`config.mk`:
```
export PLATFORM = sky130hd
export DESIGN_NAME = alu_link_master_flat
export DESIGN_NICKNAME = d
export VERILOG_FILES = /design/src/rtl/alu_link_master_if.sv /design/src/rtl/alu_link_master.sv /design/src/flat_wrapper.sv
export SDC_FILE = /design/constraint.sdc
export NUM_CORES = 1
export LEC_CHECK = 0
export CORE_MARGIN = 2
export CORE_UTILIZATION = 50
export CTS_BUF_LIST = sky130_fd_sc_hd__clkbuf_4
export DETAILED_ROUTE_END_ITERATION = 10
export GPL_ROUTABILITY_DRIVEN = 0
export PLACE_DENSITY = 0.78
export SLEW_MARGIN = 30
export SYNTH_ARGS = -nofsm -noshare
export SYNTH_HDL_FRONTEND = slang
export SYNTH_SLANG_ARGS = --single-unit
```
`constraint.sdc`:
```
create_clock -name CLK -period 1.9 [get_ports CLK]
set_input_delay 0.475 -clock CLK [delete_from_list [all_inputs] [get_ports CLK]]
set_output_delay 0.475 -clock CLK [all_outputs]
set_load 0.02 [all_outputs]
```
`src/rtl/alu_link_master_if.sv`:
```
// UART-side byte link between the ALU link master and a uart instance.
// The master drives the transmit byte and strobe and observes busy and RX.
interface alu_link_master_if;
   logic [7:0] TXbuffer;
   logic       TXstart;
   logic       TXbusy;
   logic [7:0] RXbuffer;
   logic       RXready;

   modport master (
      output TXbuffer,
      output TXstart,
      input  TXbusy,
      input  RXbuffer,
      input  RXready
   );

   modport slave (
      input  TXbuffer,
      input  TXstart,
      output TXbusy,
      output RXbuffer,
      output RXready
   );
endinterface

```
`src/rtl/alu_link_master.sv`:
```
// Host-side ALU link initiator: sends a 9-byte command over the UART,
// then collects the 3-byte response and reports done or timeout.
module alu_link_master #(
   parameter int TIMEOUT_CYCLES = 1200000
) (
   input  logic        CLK,
   input  logic        RESET_N,
   input  logic        start,
   input  logic [5:0]  operation,
   input  logic [3:0]  params,
   input  logic [2:0]  opA,
   input  logic [2:0]  opB,
   input  logic [2:0]  opY,
   input  logic [15:0] operand0,
   input  logic [15:0] operand1,
   output logic        busy,
   output logic        done,
   output logic        timeout,
   output logic [15:0] result,
   output logic        overflow,
   alu_link_master_if.master link
);

   localparam int CW = $clog2(TIMEOUT_CYCLES + 1);
   localparam logic [CW-1:0] LIMIT = CW'(TIMEOUT_CYCLES - 1);

   typedef enum logic [2:0] {
      IDLE, SEND, WAIT_HI, WAIT_LO, RESP
   } state_t;

   state_t state, state_n;

   logic [3:0]    idx, idx_n;
   logic [1:0]    rx_idx, rx_idx_n;
   logic [CW-1:0] cnt, cnt_n;
   logic [5:0]    op_q, op_n;
   logic [3:0]    par_q, par_n;
   logic [2:0]    a_q, a_n;
   logic [2:0]    b_q, b_n;
   logic [2:0]    y_q, y_n;
   logic [15:0]   o0_q, o0_n;
   logic [15:0]   o1_q, o1_n;
   logic [7:0]    lo_q, lo_n;
   logic [7:0]    hi_q, hi_n;
   logic          busy_n, done_n, timeout_n;
   logic [15:0]   result_n;
   logic          overflow_n;
   logic [7:0]    tx_buf, tx_buf_n;
   logic          tx_start, tx_start_n;
   logic [7:0]    tx_byte;
   logic          expired;
   logic          abort;
   logic          unused_rx;

   assign unused_rx     = ^link.RXbuffer[7:1];
   assign link.TXbuffer = tx_buf;
   assign link.TXstart  = tx_start;
   assign expired       = (cnt == LIMIT);

   always_comb begin
      case (idx)
         4'd0:    tx_byte = {2'b00, op_q};
         4'd1:    tx_byte = {4'h0, par_q};
         4'd2:    tx_byte = {5'b0, a_q};
         4'd3:    tx_byte = {5'b0, b_q};
         4'd4:    tx_byte = {5'b0, y_q};
         4'd5:    tx_byte = o0_q[7:0];
         4'd6:    tx_byte = o0_q[15:8];
         4'd7:    tx_byte = o1_q[7:0];
         default: tx_byte = o1_q[15:8];
      endcase
   end

   always_ff @(posedge CLK or negedge RESET_N) begin
      if (!RESET_N) begin
         state    <= IDLE;
         idx      <= '0;
         rx_idx   <= '0;
         cnt      <= '0;
         op_q     <= '0;
         par_q    <= '0;
         a_q      <= '0;
         b_q      <= '0;
         y_q      <= '0;
         o0_q     <= '0;
         o1_q     <= '0;
         lo_q     <= '0;
         hi_q     <= '0;
         busy     <= 1'b0;
         done     <= 1'b0;
         timeout  <= 1'b0;
         result   <= '0;
         overflow <= 1'b0;
         tx_buf   <= '0;
         tx_start <= 1'b0;
      end else begin
         state    <= state_n;
         idx      <= idx_n;
         rx_idx   <= rx_idx_n;
         cnt      <= cnt_n;
         op_q     <= op_n;
         par_q    <= par_n;
         a_q      <= a_n;
         b_q      <= b_n;
         y_q      <= y_n;
         o0_q     <= o0_n;
         o1_q     <= o1_n;
         lo_q     <= lo_n;
         hi_q     <= hi_n;
         busy     <= busy_n;
         done     <= done_n;
         timeout  <= timeout_n;
         result   <= result_n;
         overflow <= overflow_n;
         tx_buf   <= tx_buf_n;
         tx_start <= tx_start_n;
      end
   end

   // An RXready in the expiry cycle wins over the timeout.
   always_comb begin
      state_n = state;
      abort   = 1'b0;
      unique case (state)
         IDLE:
            if (start) state_n = SEND;
         SEND:
            if (!link.TXbusy) state_n = WAIT_HI;
         WAIT_HI: begin
            abort = expired && !link.TXbusy;
            if (link.TXbusy) state_n = WAIT_LO;
            else if (abort) state_n = IDLE;
         end
         WAIT_LO: begin
            abort = expired && link.TXbusy;
            if (!link.TXbusy) state_n = (idx == 4'd8) ? RESP : SEND;
            else if (abort) state_n = IDLE;
         end
         RESP: begin
            abort = expired && !link.RXready;
            if (link.RXready && rx_idx == 2'd2) state_n = IDLE;
            else if (abort) state_n = IDLE;
         end
         default: state_n = IDLE;
      endcase
   end

   always_comb begin
      idx_n      = idx;
      rx_idx_n   = rx_idx;
      op_n       = op_q;
      par_n      = par_q;
      a_n        = a_q;
      b_n        = b_q;
      y_n        = y_q;
      o0_n       = o0_q;
      o1_n       = o1_q;
      lo_n       = lo_q;
      hi_n       = hi_q;
      busy_n     = busy;
      done_n     = 1'b0;
      timeout_n  = 1'b0;
      result_n   = result;
      overflow_n = overflow;
      tx_buf_n   = tx_buf;
      tx_start_n = 1'b0;
      unique case (state)
         IDLE:
            if (start) begin
               op_n     = operation;
               par_n    = params;
               a_n      = opA;
               b_n      = opB;
               y_n      = opY;
               o0_n     = operand0;
               o1_n     = operand1;
               busy_n   = 1'b1;
               idx_n    = '0;
               rx_idx_n = '0;
            end
         SEND:
            if (!link.TXbusy) begin
               tx_buf_n   = tx_byte;
               tx_start_n = 1'b1;
            end
         WAIT_HI: ;
         WAIT_LO:
            if (!link.TXbusy && idx != 4'd8) idx_n = idx + 4'd1;
         RESP:
            if (link.RXready) begin
               unique case (rx_idx)
                  2'd0: begin
                     lo_n     = link.RXbuffer;
                     rx_idx_n = 2'd1;
                  end
                  2'd1: begin
                     hi_n     = link.RXbuffer;
                     rx_idx_n = 2'd2;
                  end
                  default: begin
                     result_n   = {hi_q, lo_q};
                     overflow_n = link.RXbuffer[0];
                     done_n     = 1'b1;
                     busy_n     = 1'b0;
                     rx_idx_n   = '0;
                  end
               endcase
            end
         default: ;
      endcase
      if (abort) begin
         timeout_n = 1'b1;
         busy_n    = 1'b0;
         rx_idx_n  = '0;
      end
   end

   // Idle counter only runs while waiting on the UART or a response byte.
   always_comb begin
      cnt_n = cnt;
      if (state_n != state)
         cnt_n = '0;
      else if (state == RESP && link.RXready)
         cnt_n = '0;
      else if (state == WAIT_HI || state == WAIT_LO || state == RESP)
         cnt_n = cnt + CW'(1);
   end

endmodule

```
`src/flat_wrapper.sv`:
```
// flat-port wrapper written by rule: the top's interface ports become plain ports
module alu_link_master_flat 
#(
   parameter int TIMEOUT_CYCLES = 1200000
)
  (CLK, RESET_N, start, operation, params, opA, opB, opY, operand0, operand1, busy, done, timeout, result, overflow, link_TXbuffer, link_TXstart, link_TXbusy, link_RXbuffer, link_RXready);
  alu_link_master_if link_i ();
  input  logic CLK;
  input  logic RESET_N;
  input  logic start;
  input  logic [5:0] operation;
  input  logic [3:0] params;
  input  logic [2:0] opA;
  input  logic [2:0] opB;
  input  logic [2:0] opY;
  input  logic [15:0] operand0;
  input  logic [15:0] operand1;
  output logic busy;
  output logic done;
  output logic timeout;
  output logic [15:0] result;
  output logic overflow;
  output wire logic [$bits(link_i.TXbuffer)-1:0] link_TXbuffer;
  output wire logic [$bits(link_i.TXstart)-1:0] link_TXstart;
  input wire logic [$bits(link_i.TXbusy)-1:0] link_TXbusy;
  input wire logic [$bits(link_i.RXbuffer)-1:0] link_RXbuffer;
  input wire logic [$bits(link_i.RXready)-1:0] link_RXready;
  assign link_TXbuffer = link_i.TXbuffer;
  assign link_TXstart = link_i.TXstart;
  assign link_i.TXbusy = link_TXbusy;
  assign link_i.RXbuffer = link_RXbuffer;
  assign link_i.RXready = link_RXready;
  alu_link_master #(.TIMEOUT_CYCLES(TIMEOUT_CYCLES)) u_core (.CLK(CLK), .RESET_N(RESET_N), .start(start), .operation(operation), .params(params), .opA(opA), .opB(opB), .opY(opY), .operand0(operand0), .operand1(operand1), .busy(busy), .done(done), .timeout(timeout), .result(result), .overflow(overflow), .link(link_i));
endmodule
```
-- Word level (Yosys, flattened, before mapping)
Cells that the tools add are included.
W data, S select, Z words.
- $add $sub $neg: 2
- equality and inequality tests: 22
- muxes and demuxes: 34
- bitwise logic cells: 2
- reduce and logical (&&, ||, !) cells: 25
- operator list (kind ; count):
    $pmux W8 S8 ; 1
    $mux W21 ; 3
    $mux W3 ; 9
    $add A21 B1 Y21 const B ; 1
    $eq A21 B21 Y1 const B ; 1
    $eq A4 B3 Y1 const B ; 4
    $pmux W3 S5 ; 1
    $reduce_and A3 Y1 ; 5
    $mux W1 ; 10
    $ne A3 B2 Y1 const B ; 3
    $eq A4 B2 Y1 const B ; 2
    $mux W4 ; 2
    $pmux W2 S2 ; 2
    $pmux W4 S2 ; 1
    $eq A3 B2 Y1 const B ; 2
    $logic_and A1 B1 Y1 ; 6
    $mux W2 ; 3
    $reduce_bool A3 Y1 ; 2
    $add A4 B1 Y4 const B ; 1
    $eq A4 B1 Y1 const B ; 1
    $eq A4 B4 Y1 const B ; 1
    $logic_not A4 Y1 ; 1
    $ne A4 B4 Y1 const B ; 1
    $reduce_and A2 Y1 ; 2
    17 further kinds ; 20
- flip-flop bits (word level): 126
- input port bits: 64
- output and inout port bits: 29
- word-level logic and storage cells: 105

-- Longest topological paths before layout
- depth in word-level cells: 7
- mapped depth: 8

-- Least setup slack after synthesis
No wires, ideal clock.
- kind: register to register
- start point: register u_core.idx[0]
- end point: register u_core.tx_buf[4] (netlist: u_core.link.TXbuffer[4])
- setup time: 77 ps
- arrival: 1789 ps
- slack: 34 ps
- stages on the path, launching flop included: 7
- path through: dfrtp_1 > inv_1 > ha_1 > clkbuf_1 > o41ai_2 > a221oi_1 > a21oi_1
- longest elaborated chain between the ends: 2
- ends and longest elaborated chain (element ; line ; source):
    start, declared ; alu_link_master.sv:33 ; logic [3:0] idx, idx_n;
    start signal, assigned ; alu_link_master.sv:98 ; idx <= idx_n;
    $eq A4 B3 Y1 (tied with other cells) ; alu_link_master.sv:61 ; case (idx)
    $pmux W8 S8 * ; alu_link_master.sv:61 ;
    end signal, assigned ; alu_link_master.sv:115 ; tx_buf <= tx_buf_n;
    end, declared ; alu_link_master.sv:48 ; logic [7:0] tx_buf, tx_buf_n;
Every way passes the cells marked *; elsewhere a longest branch is shown, timed or not.
A chain may end at the register's enable or synchronous reset.

-- Worst setup path after layout
- start point: register u_core.idx[0]
- end point: register u_core.tx_buf[3] (netlist: u_core.link.TXbuffer[3])
Same word-level chain as after synthesis.

==> flow_metrics.py <==
metrics = {
    "status": {
        "status": "completed",
    },
    "drt": {
        "firstDrtPassIters": 6,
        "first_iter_violations": 278,
        "dr_total_vias": 4646,
        "drc": 0,
        "drt.antenna.violating_nets": 0,
        "viasPerCell": 5.377,
        "wl_per_cell_microns": 15.44,
        "wirelength_microns": 13340,
    },
    "floorplan": {
        "die-area_sq_mm": 0.01235,
        "num_rows": 39,
        "core_sq_mm": 0.01132,
        "io_pins": 93,
        "die_w_microns": 111.1,
        "fp.dieH_microns": 111.1,
        "start_util_pct": 50.70,
    },
    "logic_synthesis": {
        "ys_warn_count": 0,
        "synth_area_sq_mm": 0.005739,
        "yosysSeqAreaShare_pct": 54.94,
        "ys_ff_latch": 126,
        "synth_edf_count": 0,
        "avgSynthCellArea_sq_um": 9.947,
        "async_flop_share_pct": 100.0,
        "syn_inst": 577,
        "syn_nets": 646,
        "synth_cell_type_count": 63,
        "ys.flop_type": "dfrtp_1",
    },
    "place": {
        "post-place-ws_ns": -0.2825,
        "post_dp_cell_area_sq_mm": 0.007132,
        "dp_hpwl_microns": 9435,
        "portBuffers": 92,
    },
    "sta": {
        "slew_viol_final": 0,
        "min_period_over_period_pct": 97.01,
        "tightest_slew_ns": 0.5372,
        "rsz0062_at_grt": "yes",
        "setup_viol": 0,
        "finClkSkew_ns": 0.006216,
        "finalSetupTns_ns": 0,
        "slew_headroom_pct": 64.18,
        "fmax_mhz": 542.5,
        "setup_ws_ns": 0.05681,
        "finalHoldViolCount": 0,
        "fin_crit_ns": 1.843,
        "whs_ns": 0.3976,
    },
    "worst_setup_path": {
        "r2r_slack_ns": 0.06,
        "start_kind": "flip-flop",
        "cpMaxStageDelayCell": "dfrtp_2",
        "crit_fanout": 5,
        "worstReg2RegEnd": "u_core.link.TXbuffer[3]",
        "end_kind": "flip-flop",
        "crit_required_ns": 2.34,
        "r2r_start": "u_core.idx[0]",
        "crit_buf_inv": 2,
        "reg2regPathDepth": 7,
        "cp.arrival_ns": 2.28,
        "slowest_delay_ns": 0.46,
        "crit_family": "compound AO/OA/AOI/OAI gates",
        "worstSetupPathType": "reg2reg",
        "crit_chain": "buf_6 > ha_4 > buf_6 > a222oi_1 > a211oi_1 > a21oi_1 > a21oi_1",
    },
    "cells_and_area": {
        "ff_latch_area_sq_mm": 0.003156,
        "diodes": 0,
        "multiInputGateArea_sq_mm": 0.002495,
        "final_cell_mix": "nand2_1, dfrtp_1, clkdlybuf4s50_1",
        "nets": 777,
        "final_core_util_pct": 66.45,
        "drive_gt1_share_pct": 19.00,
        "fill_cells": 869,
        "syn2layout_area_growth_pct": 31.07,
        "postLayoutCellArea_sq_mm": 0.007522,
        "final_common_cell": "nand2_1",
    },
    "cts": {
        "numCtsBuffers": 17,
        "cts_tree": "done",
        "cts_max_level": 4,
        "cts.sinks": 126,
        "root_buffer": "clkbuf_4",
        "clkLatencyLatePin_ns": 0.54,
        "clkTransAtPathRegs_ns": 0.10,
        "cts_max_path_buffers": 2,
    },
    "global_route": {
        "met1_usage_pct": 29.04,
        "grt_max_degree": 54,
        "grt_pass1_wl_microns": 22290,
        "grt_util_met2_pct": 37.30,
        "grt.total_usage_pct": 22.57,
        "grt_pass1_vias": 4695,
        "top_usage_layer": "met2",
        "grt_use_met3_pct": 6.561,
        "antenna_found_initial": 0,
        "gr-total-overflow": 0,
    },
    "pwr": {
        "ir_drop_mv": 0.7540,
        "seq_power_share_pct": 41.8,
        "intPower_mw": 5.926,
        "leakagePower_nw": 3.660,
        "p_sw_share_pct": 35.01,
        "power_density_mw_per_mm2": 1212,
        "switching_power_mw": 3.193,
        "power_frac_clock_pct": 23.3,
        "pwr-share-comb_pct": 34.9,
    },
    "flow_run": {
        "cap_violations": 0,
    },
    "worst_hold_path": {
        "hp-class": "in2async",
    },
}
[synth_stat cells (all sizes together) (7+ instances only)]
| library cell | number | area (sq um) |
|---|---|---|
| inv | 8 | 30.03 |
| nand2 | 173 | 651.9 |
| nand3 | 12 | 65.06 |
| xor2 | 12 | 105.1 |
| xnor2 | 7 | 61.31 |
| nor3 | 8 | 56.31 |
| dfrtp | 126 | 3153 |
| clkbuf | 22 | 85.08 |
| nand4 | 10 | 62.56 |
| mux2 | 36 | 405.4 |
| nor2 | 49 | 183.9 |
| a221oi | 7 | 67.56 |
| o21ai | 7 | 38.79 |
| a21oi | 19 | 98.85 |
[worst max path at each step]
stage / slack, ns / endpoint / from / cells after the start
after CTS: 0.02 / u_core.link.TXbuffer[3] / u_core.idx[0] / 7
after detailed placement: -0.28 / u_core.cnt[17] / link_TXbusy / 7
final: 0.06 / u_core.link.TXbuffer[3] / u_core.idx[0] / 7
after global routing: -0.03 / u_core.link.TXbuffer[3] / u_core.idx[0] / 7
after floorplan: 0.03 / u_core.link.TXbuffer[4] / u_core.idx[0] / 6
after global placement: -0.19 / u_core.cnt[14] / link_TXbusy / 8
[worst register-to-register path, delay by kind of cell (launching register included)]
| family | cells | cell delay, ns |
|---|---|---|
| AO/OA/AOI/OAI | 4 | 0.86 |
| adder cells (fa/ha/maj) | 1 | 0.15 |
| buffers and inverters | 2 | 0.26 |
| flip-flops | 1 | 0.46 |
[sequential cells by signal, summed over array words and instances (netlist names), 4 cells and up]
| signal | count |
|---|---|
| u_core.op_q | 6 |
| u_core.cnt | 21 |
| u_core.hi_q | 8 |
| u_core.result | 16 |
| u_core.link.TXbuffer | 8 |
| u_core.o1_q | 16 |
| u_core.lo_q | 8 |
| u_core.o0_q | 16 |
| u_core.par_q | 4 |
| u_core.idx | 4 |
[area by class of cell]
| class | count | area share (%) |
|---|---|---|
| Clock inverter | 14 | 2.628 |
| Inverter | 8 | 0.3992 |
| Clock buffer | 18 | 1.796 |
| Sequential cell | 126 | 41.95 |
| Multi-Input combinational cell | 416 | 33.17 |
| Tap cell | 143 | 2.379 |
| Timing Repair Buffer | 139 | 17.68 |
[cell families (layout without fill, tap and decap cells)]
group	Yosys count	count (layout)	synth area share [%]
AOI/OAI and AO/OA	72	72	9.484
xor gates and xnor gates	19	19	2.900
adders and majority gates	5	5	1.090
buffers and inverters	35	179	2.442
DFF	126	126	54.94
muxes	37	37	7.238
and+or+nand+nor	283	283	21.91
[layer usage]
metal,vias up,part of all wire [%]
li1,2234,-
met1,2277,44
met2,117,50
met3,18,5.6
met4,0,1.2
met5,-,0
[stage by stage]
step / instances / power, mW
floorplan: 577 / 5.690
global placement: 826 / 6.774
detailed placement: 826 / 6.919
CTS: 859 / 9.005
global route: 864 / 9.742
finish: 864 / 9.119
[what timing repair did]
action,CTS,global route
gates cloned,0,1
endpoints found under the setup margin,30,24
hold buffers,1,0
buffers inserted,0,4
pin swaps,0,5
resized for setup,31,11
endpoints found under the hold margin,21,0
[power groups by stage]
stage | registers, mW | clock network [mW] | logic [mW]
5_1_grt | 3.89 | 2.31 | 3.54
3_3_place_gp | 3.80 | 0 | 2.97
3_5_place_dp | 3.85 | 0 | 3.07
2_1_floorplan | 3.82 | 0 | 1.87
6_report | 3.81 | 2.12 | 3.19
4_1_cts | 3.79 | 2.17 | 3.04
Power figures use the tool's default switching activity.
==> patch 1 (config.mk and constraints unchanged) <==
`TIMEOUT_CYCLES` is set to 1200000 in 2 places; all go to 600000.
--- a/src/rtl/alu_link_master.sv
+++ b/src/rtl/alu_link_master.sv
@@ -3,3 +3,3 @@
 module alu_link_master #(
-   parameter int TIMEOUT_CYCLES = 1200000
+   parameter int TIMEOUT_CYCLES = 600000
 ) (
--- a/src/flat_wrapper.sv
+++ b/src/flat_wrapper.sv
@@ -3,3 +3,3 @@
 #(
-   parameter int TIMEOUT_CYCLES = 1200000
+   parameter int TIMEOUT_CYCLES = 600000
 )
Behaviour: same outputs for any inputs over 10 cycles, from zero or initial values and one cycle with RESET_N low; that may be too few to reach the edited logic, so the function may still have changed.
==> patch 1 against the unedited design <==
The run now ends with setup timing left. Sequential power is 1% lower. Worst setup slack worse by 0.11 ns. Final area is 0.60% lower. Critical path type unchanged. Non-clock buffer count is 6 higher. Power is 2.9% lower. Fmax is 5.8% lower. Routed wire length is 2.0% higher. Global-route usage is 0.62 points higher. Synthesized area is 2.6% lower. Clock power is 3% lower. Sequential cell count is 1 lower. First-iteration DRC count is 2.9% lower.
==> patch 1: results (changes against the unedited design) <==
- The setup clock skew after layout is 0.0174 ns (+0.0112 ns).
- The met1 wire length is 5.95 mm (+2.2%).
- The number of cells after detailed placement was 811 (-1.8%).
- The number of flip-flops in the largest register is 20 (-4.8%).
- The clock tree cell share of total cell area is 4.33% (-0.091 points).
- The arrival time reported for the critical path endpoint came to 2.37 ns (+0.09 ns).
- The post-detailed-route wirelength per cell is 15.9 um (+3.1%).
- The buffers inserted during post-CTS setup optimization is 2 (+2).
- The area of all placed cells without fillers came to 7480 um2 (-0.60%).
- The least setup slack across all paths after layout is -0.0563 ns (-0.113 ns).
- The most critical setup path has its endpoint at u_core.cnt[10].
- The number of flip-flops and latches in the synthesized netlist is 125 (-0.79%).
- The routing usage on met1 is 30.5% (+1.5 points).
- In the post-synthesis netlist, the biggest area contributors are sky130_fd_sc_hd__dfrtp_1 (56%), sky130_fd_sc_hd__nand2_1 (12%), sky130_fd_sc_hd__mux2_2 (6.8%).
- The max-slew headroom at the worst pin is 68.7% (+4.5 points).
- The non-clock inverter instance count of the final layout is 10 (+2).
- The synthesized area per cell is 9.90 um2 (-0.48%).
- The run finished, with violations left.
- The number of nets in the layout came to 770 (-0.90%).
- The antenna cell count is 1 (+1).
- The final reports fail on setup timing.
- The tightest min-delay check is of the in -> reg type.
- The detailed-route via count is 4637 (-0.19%).
- The fill cell total of the finished layout is 806 (-7.2%).
- The footprint of the multi-input gates is 2440 um2 (-2.2%).
- The number of signal-net buffers in the layout was 145 (+4.3%).
- The cell count of the worst reg-to-reg path is 6 (-1).
- The placed cell area was 6920 um2 (-2.9%).
- The endpoint identified for the worst register-to-register timing path is u_core.cnt[10].
- The overall die width is 110 um (-1.2%).
- The global-route met2 utilization is 37.7% (+0.35 points).
- The static power due to leakage came to 3.59 nW (-1.9%).
- The final non-filler cell total came to 855 (-1.0%).
- The global-route track usage on met3 is 5.93% (-0.63 points).
- The detailed-routed wire length on met3 is 721 um (-3.2%).
- The maximum number of pins on one net before global-route repair is 90 (+67%).
- The final-layout non-clock buffer area share came to 18.3% (+0.61 points).
- The peak ir drop on the vdd network was 0.000516 V (-32%).
- The fraction of final layout cells with drive strength greater than 1 is 21.8% (+2.8 points).
- The final-layout setup total negative slack is -0.741 ns (-0.741 ns).
- The sequential element share of the synthesized area was 55.9% (+0.99 points).
- The count of endpoints failing setup in the final report is 21 (+21).
[patch 1: kinds of logic (layout without fill, tap and decap cells)]
kind of cell,count (synthesis),in the layout,synth area share [%]
compound gates,67,67,8.08
xor+xnor,19,19,2.98
fa+ha+maj,5,5,1.12
buf+inv,38,187,3.15
flops,125,125,55.9
mux,35,35,7.02
other cells,0,1,0
simple gates,276,276,21.7
[patch 1: power by group]
part	internal [mW]	switching, mW
Combinational	1.34	1.69
Sequential	3.34	0.425
Clock	1.04	1.02
Total	5.72	3.13
[patch 1: worst max-delay path: stages (launching register included)]
cell	delay, ns
sky130_fd_sc_hd__dfrtp_1	0.37
sky130_fd_sc_hd__ha_2	0.19
sky130_fd_sc_hd__nand4_1	0.17
sky130_fd_sc_hd__or4_4	0.60
sky130_fd_sc_hd__o21ai_4	0.26
sky130_fd_sc_hd__clkbuf_16	0.21
sky130_fd_sc_hd__nor2_1	0.05
==> patch 2 (same settings) <==
Made on the original files. Encoding of `state_t`: now one-hot (5 bits for 5 states).
--- a/src/rtl/alu_link_master.sv
+++ b/src/rtl/alu_link_master.sv
@@ -26,4 +26,4 @@
 
-   typedef enum logic [2:0] {
-      IDLE, SEND, WAIT_HI, WAIT_LO, RESP
+   typedef enum logic [4:0] {
+      IDLE = 5'b00001, SEND = 5'b00010, WAIT_HI = 5'b00100, WAIT_LO = 5'b01000, RESP = 5'b10000
    } state_t;
Check against the original RTL: same outputs for any inputs over 10 cycles, from zero or initial values and one cycle with RESET_N low; not proved beyond that.
==> patch 2 against the unedited design <==
Sequential cell count grew 2. First-iteration DRC count grew 71%. Final area grew 6.8%. Fmax shrank 12%. Power shrank 6.4%. Count of clock-buffer cells in the layout is the same. Routed wire length grew 11%. Worst setup slack lost 0.25 ns. Synthesized area grew 3.1%. The run now ends with setup timing left.
==> patch 2: results (changes against the unedited design) <==
- The number of distinct library cells after synthesis is 57 (-9.5%).
- The buffer depth of the longest clock path is 2 (unchanged).
- The number of cells after detailed placement is 862 (+4.4%).
- The count of endpoints failing setup in the final report was 34 (+34).
- The arrival time reported for the critical path endpoint is 2.50 ns (+0.22 ns).
- Among cell families on the critical path, the largest total delay comes from simple AND/OR/NAND/NOR gates.
- The sequential element share of the synthesized area is 54.1% (-0.81 points).
- The detailed-routing iteration count for the pre-antenna-repair pass is 6 (unchanged).
- The static power due to leakage came to 3.78 nW (+3.4%).
- The post-detailed-route wirelength per cell is 16.4 um (+6.1%).
- The all-layer global routing usage is 23.1% (+0.54 points).
- The cell type of the slowest stage on the worst timing path is sky130_fd_sc_hd__or4b_4.
- The maximum fanout encountered on the critical timing path is 8 (+3).
- The final reports fail on setup timing.
- The maximum single-stage delay on the critical path came to 0.52 ns (+0.06 ns).
- By area the synthesized netlist is led by sky130_fd_sc_hd__dfrtp_1 (54%), sky130_fd_sc_hd__nand2_1 (12%), sky130_fd_sc_hd__mux2_2 (5.1%).
- The proportion of synthesized flip-flops having asynchronous set or reset was 100% (unchanged).
- The number of nets in the layout is 816 (+5.0%).
- The maximum number of pins on one net before global-route repair came to 58 (+7.4%).
- The final non-filler cell total is 903 (+4.5%).
- The worst hold path belongs to the class in -> async.
- The count of buffers inserted at the top-level ports is 92 (unchanged).
- The maximum level of the CTS H-tree is 4 (unchanged).
- The warning count from the yosys run is 0 (unchanged).
- The clock insertion delay at the later pin of the skew report is 0.52 ns (-0.02 ns).
- The wire length of the first global-routing pass came to 23.6 mm (+5.8%).
- The synthesized netlist net count is 674 (+4.3%).
- The routed via count divided by cell count is 5.53 (+2.8%).
- The number of DRC markers after the initial detailed-route iteration is 474 (+71%).
- The number of global-route vias before repair came to 4922 (+4.8%).
- The HPWL after detailed placement is 10.2 mm (+7.9%).
- The number of antenna violations at the first check in global routing is 1 (+1).
- The clock transition at the registers of the reported paths is 0.13 ns (+0.03 ns).
- The cell count after synthesis was 605 (+4.9%).
- By count the netlist is led by sky130_fd_sc_hd__nand2_1 (182), sky130_fd_sc_hd__dfrtp_1 (127), sky130_fd_sc_hd__nor2_1 (36), sky130_fd_sc_hd__mux2_2 (27), sky130_fd_sc_hd__clkbuf_1 (24).
- The number of flip-flops in the largest register is 21 (unchanged).
- The clock root buffer master is sky130_fd_sc_hd__clkbuf_4.
- The peak ir drop on the vdd network is 0.000716 V (-5.1%).
- The run finished, with violations left.
- The setup clock skew after layout came to 0.0171 ns (+0.0109 ns).
- The least setup slack across all paths after layout is -0.196 ns (-0.253 ns).
- The actual transition at the worst max-transition pin came to 0.386 ns (-0.151 ns).
- The fraction of final layout cells with drive strength greater than 1 is 23.3% (+4.3 points).
- The CTS buffer count is 17 (unchanged).
- The top register by number of flip-flops is u_core.cnt.
==> patch 2: changes by cell type after synthesis, moves of 7 or more <==
cell                      change
sky130_fd_sc_hd__nand2_1     +10
sky130_fd_sc_hd__mux2_2       -8
sky130_fd_sc_hd__mux2_4       +8
sky130_fd_sc_hd__xnor2_1      +7
sky130_fd_sc_hd__nor3_1      +11
sky130_fd_sc_hd__nor2_1      -13
sky130_fd_sc_hd__xor2_1       -7
sky130_fd_sc_hd__o21ai_0     +12
==> patch 2: final cells by class <==
type | count | area, um2
tap | 143 | 179
antenna | 1 | 2.50
clock inverter | 13 | 164
multi-input combinational | 431 | 2790
inverter | 11 | 41.3
fill | 836 | 3430
clock buffer | 18 | 135
timing repair buffer | 158 | 1510
sequential | 128 | 3210
==> patch 2: repair_timing <==
item | in CTS | in global routing
pin swaps | 10 | 14
gates resized for setup | 54 | 40
setup endpoints to repair | 65 | 70
setup buffers | 3 | 5
gates cloned | 1 | 0
hold buffers | 1 | 0
endpoints found under the hold margin | 9 | 0
==> patch 2: path summary, 6_finish.rpt <==
check / from / end / cells after the start
worst max-delay path: u_core.state[1] / u_core.hi_q[7] / 5
worst min-delay path: RESET_N / u_core.overflow / 2
worst max register to register: u_core.state[1] / u_core.hi_q[7] / 5
worst min register to register: u_core.link.TXbuffer[1] / u_core.link.TXbuffer[1] / 2
max in group asynchronous: RESET_N / u_core.o0_q[11] / 3
min in group CLK: opB[0] / u_core.b_q[0] / 3
==> patch 2: per-stage QoR <==
step / hold WS (ns) / setup TNS [ns] / worst slack [ns] / util (%) / instance area, um2
detailed placement: 0.332 / -21.63 / -0.501 / 64.9 / 7440
global placement: 0.329 / -18.49 / -0.486 / 64.9 / 7440
CTS: 0.282 / -3.47 / -0.200 / 68.2 / 7820
finish: 0.315 / -3.89 / -0.196 / 70.0 / 8030
floorplan: 0.179 / -6.81 / -0.364 / - / 5980
global route: 0.275 / -6.19 / -0.228 / 70.0 / 8030
==> patch 2: power by group <==
part	switching [mW]	internal [mW]	leakage, nW	total, mW
registers	0.366	3.37	1.67	3.73
clock network	1.04	0.922	0.150	1.96
logic	1.63	1.20	1.96	2.83
total	3.04	5.49	3.78	8.53
==> patch 2: kinds of logic after synthesis <==
| group | after synthesis | synth area share [%] |
|---|---|---|
| buffers and inverters | 46 | 3.38 |
| DFF | 128 | 54.1 |
| adders and majority gates | 5 | 1.06 |
| AOI/OAI and AO/OA | 80 | 9.20 |
| and+or+nand+nor | 291 | 22.1 |
| xor gates and xnor gates | 19 | 2.81 |
| muxes | 36 | 7.33 |
==> patch 2: metal layers <==
metal / track usage [%] / vias to the layer above / wire length [um]
met5: 0 / - / 0
met2: 38.4 / 196 / 7430
li1: - / 2361 / -
met4: 7.07 / 0 / 182
met3: 4.23 / 17 / 835
met1: 31.1 / 2417 / 6360
